==> src/rtl/narrow_ser.sv <==
// Width-narrowing serializer: takes one bus_size-wide word and emits it as
// bus_size_out-wide chunks, LSB chunk first. Truncate mode sends only the low chunk.
module narrow_ser #(
    parameter int bus_size     = 8,
    parameter int bus_size_out = 4
) (
    input  logic                    clk,
    input  logic                    rst_n,
    input  logic                    in_valid,
    output logic                    in_ready,
    input  logic [bus_size-1:0]     in,
    input  logic                    trunc,
    output logic                    out_valid,
    input  logic                    out_ready,
    output logic [bus_size_out-1:0] out,
    output logic                    out_last,
    output logic                    trunc_err
);

    localparam int N  = bus_size / bus_size_out;
    localparam int CW = (N > 1) ? $clog2(N) : 1;

    localparam logic [0:0] IDLE = 1'b0;
    localparam logic [0:0] SEND = 1'b1;

    localparam logic [CW-1:0] LAST_FULL = CW'(N - 1);

    logic [0:0]          state_q,     state_d;
    logic [bus_size-1:0] shreg_q,     shreg_d;
    logic [CW-1:0]       cnt_q,       cnt_d;
    logic [CW-1:0]       last_idx_q,  last_idx_d;
    logic                trunc_err_q, trunc_err_d;

    logic at_last;
    assign at_last = (cnt_q == last_idx_q);

    // NOTE: every next-state signal gets a default first so no latch is inferred.
    always_comb begin
        state_d     = state_q;
        shreg_d     = shreg_q;
        cnt_d       = cnt_q;
        last_idx_d  = last_idx_q;
        trunc_err_d = trunc_err_q;
        case (state_q)
            IDLE: begin
                if (in_valid) begin
                    shreg_d     = in;
                    cnt_d       = '0;
                    last_idx_d  = trunc ? '0 : LAST_FULL;
                    // Upper bits nonzero means the word was not a zero-extension.
                    trunc_err_d = trunc && (in[bus_size-1:bus_size_out] != '0);
                    state_d     = SEND;
                end
            end
            SEND: begin
                if (out_ready) begin
                    if (at_last) begin
                        state_d     = IDLE;
                        trunc_err_d = 1'b0;
                    end else begin
                        shreg_d = shreg_q >> bus_size_out;
                        cnt_d   = cnt_q + CW'(1);
                    end
                end
            end
            default: state_d = IDLE;
        endcase
    end

    // NOTE: sequential state uses non-blocking assignments only.
    always_ff @(posedge clk or negedge rst_n) begin
        if (!rst_n) begin
            state_q     <= IDLE;
            shreg_q     <= '0;
            cnt_q       <= '0;
            last_idx_q  <= '0;
            trunc_err_q <= 1'b0;
        end else begin
            state_q     <= state_d;
            shreg_q     <= shreg_d;
            cnt_q       <= cnt_d;
            last_idx_q  <= last_idx_d;
            trunc_err_q <= trunc_err_d;
        end
    end

    assign in_ready  = (state_q == IDLE);
    assign out_valid = (state_q == SEND);
    assign out       = shreg_q[bus_size_out-1:0];
    assign out_last  = out_valid && at_last;
    assign trunc_err = trunc_err_q;

endmodule

==> config.mk <==
export PLATFORM = sky130hd
export DESIGN_NAME = narrow_ser
export DESIGN_NICKNAME = d
export VERILOG_FILES = /design/src/rtl/narrow_ser.sv
export SDC_FILE = /design/constraint.sdc
export NUM_CORES = 1
export LEC_CHECK = 0
export ABC_CLOCK_PERIOD_IN_PS = 1600
export CORE_MARGIN = 8
export CORE_UTILIZATION = 45
export DETAILED_ROUTE_END_ITERATION = 16
export GPL_ROUTABILITY_DRIVEN = 0
export PLACE_DENSITY = 0.77
export RECOVER_POWER = 25
export REMOVE_ABC_BUFFERS = 1
export SLEW_MARGIN = 25
export SYNTH_ARGS = -nofsm -noshare
export SYNTH_HDL_FRONTEND = slang
export SYNTH_SLANG_ARGS = --single-unit
export TNS_END_PERCENT = 50
==> constraint.sdc <==
create_clock -name clk -period 1.6 [get_ports clk]
set_input_delay 0.4 -clock clk [delete_from_list [all_inputs] [get_ports clk]]
set_output_delay 0.4 -clock clk [all_outputs]
set_load 0.02 [all_outputs]
==> key figures <==
Logic synthesis
  – Simple-gate share of the synthesized area: 18.88%
  – Distinct cells, synth: 19
  – Post-Synth Adder-Cell Area: 0%
  – Xor/xnor share of the synthesized area: 4.149%
  – Yosys warnings: 0
  – Top cell type's share of synthesized area: 49.79%
  – Seq/Total Area, Yosys: 49.79%
  – Mapped Cells: 63
  – Syn avg cell area: 9.573 sq um
  – Mapped cell area: 603.1 sq um
  – Area leader, netlist: dfrtp_1
  – Most area-consuming cells after synthesis: dfrtp_1, nand2_1, buf_4, a21oi_1, o32ai_1
  – Seq cells post-synth: 12
  – Largest family of logic cells by synthesized area: simple AND/OR/NAND/NOR gates
  – Compound-cell area share of the yosys netlist: 16.80%
  – Multiplexer share of the synthesized area: 1.660%

Worst setup path
  – CP Max Fanout: 5
  – Worst EP arrival: 1120 ps
  – Setup CP Type: reg2out
  – CP required: 1200 ps
  – Worst setup EP type: output port
  – Startpoint types: flip-flop

CTS
  – Setup Fix Bufs, Post-CTS: 0
  – Clk sinks: 12
  – CTS Buf Count: 3
  – Clock Tree Root: clkbuf_4
  – Post-cts resize count: 10
  – Clock latency at the later pin of the worst-skew pair: 270 ps
  – CTS tree: done
  – Max Root-Sink Buffers: 2
  – Hold-fix buffers, CTS: 0
  – CTS H-tree depth: 1
  – CTS clk-pin slew, worst paths: 80 ps

Timing
  – RSZ-0062 raised after global routing: false
  – Period minus WS final: 1524 ps
  – Final WS setup: 75.58 ps
  – Setup tns final: 0 ps
  – Final setup vio count: 0
  – Layout Skew: 2.333 ps
  – Fmax: 0.6560 GHz
  – Tcrit/Tclk final: 95.28%
  – Worst Max-Slew Pin Slew: 533.6 ps
  – Final hold vios: 0
  – Fin. max-slew vios: 0
  – Worst rel slew slack: 64.31%

Route
  – DRC: 0
  – Vias: 538
  – Drt total wl: 1.361 mm
  – DRT iter0 DRCs: 9
  – Routed Antenna Nets: 0
  – Number of iterations in the first detailed-routing pass: 4
  – Vias/cell: 5.124
  – WL/cell: 12.96 um

Finish
  – # diodes: 0
  – Finished Layout Cells: 105
  – Util after Layout: 68.05%
  – Final net count: 104
  – Area grow syn2layout: 43.15%
  – Share of layout cells above drive strength 1: 18.89%
  – Design area: 863.3 sq um

Min path
  – Type of the worst min-delay path: reg2reg

Pwr
  – Power per standard cell area: 1980 mW/mm^2
  – VDD IR-drop max: 1.064 mV
  – Leak Pwr: 0.3908 nW

Floorplanning
  – I/O pin count: 21
  – DIE AREA: 0.002768 sq mm
  – Die height: 52.61 um
  – Die width: 52.61 um
  – Row cnt: 13
  – Core area: 0.001269 sq mm
  – Starting density of the core: 47.53%

Global routing
  – Vias in the first global route: 540
  – First-pass GRT wire length: 2.359 mm
  – Total gr overflow: 0
  – GRT Util Overall: 11.49%
  – Largest net degree at the start of global routing: 13
  – Initial antenna violation count: 0

Placed design
  – Dpl cells: 101
  – Dpl ws: -104.6 ps
  – DP Area: 840.8 sq um
  – DPL Wire Length: 1.121 mm
  – Port Buf Inserts: 20

Run
  – Max_cap viols: 0

Status
  – Status: completed
==> synthesized netlist by cell type <==
library cell	n
dfrtp_1	12
nand2_1	11
a21oi_1	7
nor2_1	7
buf_4	5
o21ai_1	5
o32ai_1	4
buf_6	1
inv_1	1
mux2i_1	1
nand2b_1	1
nand3_2	1
nor2b_1	1
nor3_2	1
o22ai_1	1
or2_1	1
or4_1	1
xnor2_2	1
xor2_1	1
==> area by class of cell <==
cell class	instances	area, sq um
inverters	1	3.754
well taps	15	18.77
repair buffers	29	254.0
clock buffers	4	36.28
multi-input cells	44	250.2
fillers	107	405.4
flip-flops and latches	12	300.3
==> cell usage in the layout (no fill, tap or decap) <==
master	synthesis	final
xnor2_2	1	1
mux2i_1	1	1
nand3_2	1	1
inv_1	1	1
nand2_1	11	11
xor2_1	1	1
o32ai_1	4	4
dfrtp_1	12	12
dlygate4sd3_1	0	1
o21ai_1	5	5
nor2b_1	1	1
or4_1	1	1
dlygate4sd2_1	0	7
or2_1	1	1
buf_4	5	9
nand2b_1	1	1
nor3_2	1	1
a21oi_1	7	7
buf_2	0	1
clkbuf_4	0	3
clkdlybuf4s50_1	0	11
clkbuf_8	0	1
o22ai_1	1	1
nor2_1	7	7
==> power by group <==
part           switching, W  leakage, nW  internal, W
clock network      0.000102       0.0210     0.000138
registers         0.0000754        0.145     0.000451
logic              0.000523        0.225     0.000420
==> through the flow <==
step	hold slack, ps	total power [W]
global placement	508.6	0.001547
floorplan	104.4	0.001075
CTS	499.5	0.001741
finish	530.9	0.001709
global route	560.1	0.001846
detailed placement	523.4	0.001570
==> critical path, stage by stage (launching register included) <==
cell	delay, ps
dfrtp_1	380
buf_4	150
dlygate4sd2_1	320
==> routing by layer <==
layer / GRT usage, % / share of wire, % / routed length [um] / vias to the layer above
li1: - / - / - / 271
met1: 12.75 / 43 / 580 / 247
met2: 17.59 / 50 / 674 / 15
met3: 2.557 / 4.3 / 59 / 5
met4: 10.78 / 3.5 / 47 / 0
met5: 0 / 0 / 0 / -
==> state kept, by name (all words and copies together), names as in the netlist <==
register / flops
cnt_q: 1
last_idx_q: 1
out_valid: 1
shreg_q: 8
trunc_err: 1
==> path summary, 6_finish.rpt <==
check                                  startpoint                      to  slack [ps]  depth (start not counted)
hold / removal             shreg_q[6]$_DFFE_PN0P_  shreg_q[6]$_DFFE_PN0P_         530                          2
setup reg to reg           last_idx_q$_DFFE_PN0P_     out_valid$_DFF_PN0_         340                          4
hold reg to reg            shreg_q[6]$_DFFE_PN0P_  shreg_q[6]$_DFFE_PN0P_         530                          2
setup / recovery              out_valid$_DFF_PN0_               out_valid          80                          2
min in group asynchronous                   rst_n  last_idx_q$_DFFE_PN0P_         540                          1
max in group asynchronous                   rst_n  shreg_q[0]$_DFFE_PN0P_         700                          1
==> logic make-up (layout without fill, tap and decap cells) <==
| group | Yosys count | count (layout) |
|---|---|---|
| buf+inv | 7 | 34 |
| mux | 1 | 1 |
| compound gates | 17 | 17 |
| simple gates | 24 | 24 |
| xor+xnor | 2 | 2 |
| flops | 12 | 12 |
(Power assumes the default switching activity.)
